**config.mk**
```make
export PLATFORM = sky130hd
export DESIGN_NAME = cdb_arbiter_param
export DESIGN_NICKNAME = d
export VERILOG_FILES = /design/src/rtl/cdb_arbiter_param.sv
export SDC_FILE = /design/constraint.sdc
export NUM_CORES = 1
export LEC_CHECK = 0
export ABC_AREA = 1
export CORE_AREA = 2 2 86 88
export DETAILED_ROUTE_END_ITERATION = 10
export DIE_AREA = 0 0 88 90
export GPL_TIMING_DRIVEN = 0
export PLACE_DENSITY = 0.81
export SETUP_SLACK_MARGIN = 0.4
export SYNTH_ARGS = -nofsm -noshare
export SYNTH_HDL_FRONTEND = slang
export SYNTH_SLANG_ARGS = --single-unit
```
**constraint.sdc**
```tcl
create_clock -name clk -period 2.4 [get_ports clk]
set_input_delay 0.36 -clock clk [delete_from_list [all_inputs] [get_ports clk]]
set_output_delay 0.36 -clock clk [all_outputs]
set_load 0.005 [all_outputs]
```
**src/rtl/cdb_arbiter_param.sv**
```systemverilog
// Parametrised CDB arbiter: round-robin single-cycle requesters, slot-reserved
// fixed-latency units, and the result mux that drives the common data bus.
module cdb_arbiter_param #(
   parameter int                  NUM_SC = 2,
   parameter int                  NUM_FL = 2,
   // 4 bits per FL unit, unit k at [k*4 +: 4], each 1..15
   parameter logic [NUM_FL*4-1:0] FL_LAT = {4'd6, 4'd3},
   parameter int                  TAG_W  = 6,
   parameter int                  DATA_W = 32,
   parameter int                  SB_W   = 5,
   localparam int                 SRC_W  = $clog2(NUM_SC + NUM_FL)
) (
   input  logic                       clk,
   input  logic                       rst,
   input  logic [NUM_SC-1:0]          sc_req,
   input  logic [NUM_SC*TAG_W-1:0]    sc_tag,
   input  logic [NUM_SC*DATA_W-1:0]   sc_data,
   input  logic [NUM_SC*SB_W-1:0]     sc_sb,
   output logic [NUM_SC-1:0]          sc_grant,
   input  logic [NUM_FL-1:0]          fl_req,
   input  logic [NUM_FL*TAG_W-1:0]    fl_tag,
   input  logic [NUM_FL*DATA_W-1:0]   fl_data,
   output logic [NUM_FL-1:0]          fl_grant,
   input  logic                       flush,
   output logic                       cdb_valid,
   output logic [TAG_W-1:0]           cdb_tag,
   output logic [DATA_W-1:0]          cdb_data,
   output logic [SB_W-1:0]            cdb_sb,
   output logic [SRC_W-1:0]           cdb_src
);

   function automatic int lat_of(input int k);
      return int'(FL_LAT[k*4 +: 4]);
   endfunction

   function automatic int calc_max_lat();
      int m;
      m = 1;
      for (int k = 0; k < NUM_FL; k++)
         if (lat_of(k) > m) m = lat_of(k);
      return m;
   endfunction

   localparam int MAX_LAT = calc_max_lat();
   localparam int OWN_W   = (NUM_FL > 1) ? $clog2(NUM_FL) : 1;
   localparam int PTR_W   = (NUM_SC > 1) ? $clog2(NUM_SC) : 1;

   // res_vld[i]/res_own[i]: the CDB slot i cycles from now and the FL unit owning it
   logic [MAX_LAT:0] res_vld;
   logic [OWN_W-1:0] res_own [MAX_LAT+1];
   logic [PTR_W-1:0] rr_ptr;

   logic [NUM_FL-1:0] fl_slot_busy;
   logic              sc_hit;
   logic [PTR_W-1:0]  sc_idx;
   logic [PTR_W-1:0]  rr_nxt;
   logic              bus_open;

   assign bus_open = !rst && !flush;

   // NOTE: every always_comb variable gets a default first so no latch is inferred.
   always_comb begin
      fl_slot_busy = '0;
      for (int k = 0; k < NUM_FL; k++)
         for (int i = 1; i <= MAX_LAT; i++)
            if (i == lat_of(k)) fl_slot_busy[k] = res_vld[i];
   end

   // Equal-latency units compete for the same slot; lower index wins.
   always_comb begin
      fl_grant = '0;
      if (bus_open) begin
         for (int k = 0; k < NUM_FL; k++) begin
            fl_grant[k] = fl_req[k] && !fl_slot_busy[k];
            for (int j = 0; j < k; j++)
               if (lat_of(j) == lat_of(k) && fl_grant[j]) fl_grant[k] = 1'b0;
         end
      end
   end

   // Scan from rr_ptr upward with wrap; first requester found wins.
   always_comb begin
      sc_hit = 1'b0;
      sc_idx = '0;
      if (bus_open && !res_vld[0]) begin
         for (int n = 0; n < NUM_SC; n++)
            for (int j = 0; j < NUM_SC; j++)
               if (!sc_hit && sc_req[j] && j == (int'(rr_ptr) + n) % NUM_SC) begin
                  sc_hit = 1'b1;
                  sc_idx = PTR_W'(j);
               end
      end
   end

   always_comb begin
      sc_grant = '0;
      for (int j = 0; j < NUM_SC; j++)
         sc_grant[j] = sc_hit && (int'(sc_idx) == j);
   end

   assign rr_nxt = (int'(sc_idx) + 1 == NUM_SC) ? '0 : PTR_W'(int'(sc_idx) + 1);

   always_comb begin
      cdb_valid = 1'b0;
      cdb_tag   = '0;
      cdb_data  = '0;
      cdb_sb    = '0;
      cdb_src   = '0;
      if (bus_open) begin
         if (res_vld[0]) begin
            cdb_valid = 1'b1;
            for (int k = 0; k < NUM_FL; k++)
               if (int'(res_own[0]) == k) begin
                  cdb_tag  = fl_tag[k*TAG_W +: TAG_W];
                  cdb_data = fl_data[k*DATA_W +: DATA_W];
                  cdb_src  = SRC_W'(NUM_SC + k);
               end
         end else if (sc_hit) begin
            cdb_valid = 1'b1;
            for (int j = 0; j < NUM_SC; j++)
               if (int'(sc_idx) == j) begin
                  cdb_tag  = sc_tag[j*TAG_W +: TAG_W];
                  cdb_data = sc_data[j*DATA_W +: DATA_W];
                  cdb_sb   = sc_sb[j*SB_W +: SB_W];
                  cdb_src  = SRC_W'(j);
               end
         end
      end
   end

   // NOTE: state updates use non-blocking assignments so every register sees pre-edge values.
   always_ff @(posedge clk) begin
      if (rst || flush) begin
         res_vld <= '0;
         // NOTE: the owner array is cleared too, so a stale owner can never reach the mux.
         for (int i = 0; i <= MAX_LAT; i++) res_own[i] <= '0;
         if (rst) rr_ptr <= '0;
      end else begin
         res_vld <= {1'b0, res_vld[MAX_LAT:1]};
         for (int i = 0; i < MAX_LAT; i++) res_own[i] <= res_own[i+1];
         res_own[MAX_LAT] <= '0;
         // A grant now lands one slot below its latency because the shift happens at the same edge.
         for (int k = 0; k < NUM_FL; k++)
            for (int i = 0; i < MAX_LAT; i++)
               if (fl_grant[k] && i == lat_of(k) - 1) begin
                  res_vld[i] <= 1'b1;
                  res_own[i] <= OWN_W'(k);
               end
         if (sc_hit) rr_ptr <= rr_nxt;
      end
   end

endmodule
```
==> metrics.cfg <==
[hold_path]
hold_path.startpoint = res_vld[4]$_SDFF_PN0_
hold_class = reg2reg
hold-path-cell-count = 2
hold-path-endpoint = res_vld[3]$_SDFF_PN0_

[detailed_routing]
final_antenna_net_count = 0
detail_route.wl_per_cell_um = 15.3
drc = 0
finalWirelength_um = 11200
dr.pass1.iters = 4
detailedRoute.firstIterationViolations = 124
vias = 3442
viasPerCell = 4.67

[worst_setup_path]
timing.critical_path.buf_inv = 7
crit_required_ns = 2.04
cell_breakdown_of_the_critical_path = inv_1 > nand2_2 > nand2_4 > buf_12 > nor2_8 > buf_6 > buf_12 > buf_8 > buf_6 > nand2_2 > nand3_2 > buf_6
timing.critical_path.slowest_cell_delay_ns = 0.37
worst-r2r-cell-count = 9
critPathTopFamily = buffers and inverters
worst-r2r-setup-slack_ns = 1.03
path_max_fanout = 4
r2r_path_start = rr_ptr$_SDFFCE_PP0P_
crit_type = reg2out
arrival_time_at_the_worst_endpoint_ns = 1.77
critical_path_start_type = flip-flop
crit_path_top_delay_cell = sky130_fd_sc_hd__edfxtp_1
timing.rr.end = rr_ptr$_SDFFCE_PP0P_
worst_setup_path_end_kind = output port
critical_path.most_common_cell = sky130_fd_sc_hd__buf_6

[logic_synthesis]
seq_area_frac_synth_pct = 17.8
synth.distinct_cells = 21
number_of_instances_in_the_synthesized_netlist = 369
synth_fp_nets = 539
postSynth.topFlopCell = sky130_fd_sc_hd__dfxtp_1
synthMostInstantiatedCell = sky130_fd_sc_hd__nand2_1
synth_area_per_cell_sq_um = 5.17
asyncSetResetFlopFracSynth_pct = 0
synth_top_area_share_pct = 39.9
postSynthRegisterBits = 14
netlist_area_sq_mm = 0.00191
synth_top_cells_by_area = sky130_fd_sc_hd__nand2_1 (40%), sky130_fd_sc_hd__nand3_1 (22%), sky130_fd_sc_hd__edfxtp_1 (9.4%), sky130_fd_sc_hd__dfxtp_1 (8.4%), sky130_fd_sc_hd__inv_1 (3.5%)
synth-warning-count = 0
synth_edf_count = 6
synth_area_leader_cell = sky130_fd_sc_hd__nand2_1
post_synth_most_frequent_cells = sky130_fd_sc_hd__nand2_1 (203), sky130_fd_sc_hd__nand3_1 (83), sky130_fd_sc_hd__inv_1 (18)

[power_and_ir_drop]
comb_power_share_pct = 59.9
power_frac_seq_pct = 22.7
power.net_switching_uw = 353
cell_internal_pwr_uw = 813
vdd.ir_drop.worst_mv = 0.381
power.density_mw_per_mm2 = 242
leakagePower_uw = 0.00241
swShare_pct = 30.3
report.power.total_uw = 1170
power.share.clock_pct = 17.4

[sta]
unrepaired_setup_endpoints_after_global_routing = yes
report.final.hold_viol_count = 0
final.min_clock_period_ns = 2.13
finalCritPeriodShare_pct = 88.7
maxClockFrequency_ghz = 0.470
setup_violations = 0
timing_max_transition_violations_final = 0
worst_clock_skew_ns = 0.00261

[clocking]
tritoncts = done
clock_path_buffers = 2
cts_num_sinks = 14
cts_inserted_buffers = 3
clkLatencyLatePin_ns = 0.25
clk_transition_reported_paths_ns = 0.06
h_tree_levels = 1
clock-root-buffer = sky130_fd_sc_hd__clkbuf_8

[layout]
design.final.nets = 809
syn_to_final_growth_pct = 152
diodes = 0
filler_cell_count = 630
final_layout_size_suffix_gt1_share_pct = 25.9
utilization_pct = 68.6

[die]
ios = 219
starting_density_of_the_core_pct = 27.2
chipWidth_um = 88
rows = 31
die_area_sq_mm = 0.00792
die_h_um = 90
core-area_sq_mm = 0.00702

[placed_design]
numPortBuffers = 218
gpl.final_weighted_congestion = 0.927
post-dp-hpwl_um = 8100

[run_status]
outcome = completed

[global_routing]
antenna_found_initial = 0
globalRoute.totalOverflow = 0
grt_max_degree = 11
grt_util_all_layers_pct = 26.7
via_count_of_the_first_global_routing_pass = 3337
grt_pass1_wl_um = 16700

[job]
max-cap-violations = 0

## layout by cell type, fill, tap and decap left out
cell type                         instances
sky130_fd_sc_hd__nand2_1                184
sky130_fd_sc_hd__clkdlybuf4s50_1        168
sky130_fd_sc_hd__nand3_1                 66
sky130_fd_sc_hd__buf_6                   40
sky130_fd_sc_hd__buf_4                   25
sky130_fd_sc_hd__clkbuf_2                23
sky130_fd_sc_hd__nand2_2                 18
sky130_fd_sc_hd__nand3_2                 17
sky130_fd_sc_hd__buf_2                   16
sky130_fd_sc_hd__inv_1                   16
sky130_fd_sc_hd__nor2_1                  11
sky130_fd_sc_hd__dfxtp_1                  8
sky130_fd_sc_hd__edfxtp_1                 6
sky130_fd_sc_hd__buf_8                    5
sky130_fd_sc_hd__dlygate4sd2_1            5
sky130_fd_sc_hd__nor2_4                   4
sky130_fd_sc_hd__buf_12                   4
sky130_fd_sc_hd__nand2_4                  3
sky130_fd_sc_hd__clkbuf_8                 3
sky130_fd_sc_hd__inv_2                    2
sky130_fd_sc_hd__nor2_2                   2
sky130_fd_sc_hd__a21oi_1                  2
sky130_fd_sc_hd__conb_1                   2
sky130_fd_sc_hd__nor2_8                   1
sky130_fd_sc_hd__o21ai_1                  1
sky130_fd_sc_hd__o21a_1                   1
sky130_fd_sc_hd__or2_2                    1
sky130_fd_sc_hd__ha_1                     1
sky130_fd_sc_hd__clkbuf_1                 1
sky130_fd_sc_hd__clkdlybuf4s15_1          1
sky130_fd_sc_hd__clkdlybuf4s15_2          1
## sequential cells by signal, summed over array words and instances, names as in the netlist
name	cells
rr_ptr	1
res_own	7
res_vld	6
## per-stage QoR
stage                     cells  instance area [sq um]  setup slack, ns  TNS, ns  hold slack (ns)
final                       737                   4820            0.271        0            0.411
after global routing        737                   4820            0.235        0            0.436
after CTS                   733                   4690            0.293        0            0.410
after detailed placement    686                   4220           -0.358   -12.61            0.402
after global placement      686                   4220           -0.318   -11.25            0.395
after floorplan             369                   1910            0.938        0            0.394
## cells by family after synthesis
group           share of synthesized area, %
other cells                            0.393
fa+ha+maj                              0.655
simple gates                            68.1
compound gates                          1.18
flops                                   17.8
buf+inv                                 11.9
## timing repair
item	4_1_cts	5_1_grt
hold buffers	0	0
resized for setup	175	94
buffers inserted	37	4
pin swaps	11	14
gates cloned	6	0
endpoints found under the hold margin	0	0
setup endpoints to repair	50	45
## how the worst max path moves through the flow
stage / start / slack (ns) / cells after the start / end
detailed placement: sc_req[0] / -0.36 / 8 / cdb_data[20]
global route: rr_ptr$_SDFFCE_PP0P_ / 0.24 / 12 / cdb_data[2]
CTS: rr_ptr$_SDFFCE_PP0P_ / 0.29 / 11 / cdb_data[20]
finish: rr_ptr$_SDFFCE_PP0P_ / 0.27 / 12 / cdb_data[2]
global placement: sc_req[1] / -0.32 / 7 / cdb_data[5]
floorplan: flush / 0.94 / 6 / cdb_data[5]
## layer usage
layer  GRT usage (%)  up-vias  wire [um]
met5               0        -          0
met4            9.74        0        476
met3            4.32       39        799
met2            48.0      143       5710
met1            30.8     1559       4260
li1                -     1701          -
## power by group through the flow
stage                     clock [uW]  combinational (uW)  sequential, uW
final                            203                 698             265
after global routing             215                 754             266
after CTS                        204                 669             265
after detailed placement           0                 600             270
after global placement             0                 590             269
after floorplan                    0                 197             268
## cell type report
cell class | count | area [sq um] | share of cell area (%)
Clock buffer | 4 | 45.0 | 0.935
Timing Repair Buffer | 263 | 2500 | 51.8
Sequential cell | 14 | 340 | 7.06
Inverter | 18 | 67.6 | 1.40
Buffer | 25 | 239 | 4.96
Tap cell | 99 | 124 | 2.57
Multi-Input combinational cell | 314 | 1510 | 31.2
## worst register-to-register path: stages (launching register included)
cell	delay, ns
sky130_fd_sc_hd__edfxtp_1	0.33
sky130_fd_sc_hd__inv_1	0.06
sky130_fd_sc_hd__nand2_2	0.10
sky130_fd_sc_hd__nand2_4	0.07
sky130_fd_sc_hd__buf_12	0.14
sky130_fd_sc_hd__nor2_8	0.09
sky130_fd_sc_hd__buf_6	0.10
sky130_fd_sc_hd__buf_6	0.11
sky130_fd_sc_hd__buf_4	0.11
sky130_fd_sc_hd__nor2_1	0.03
Note: power is estimated with default switching activity, not from simulation.
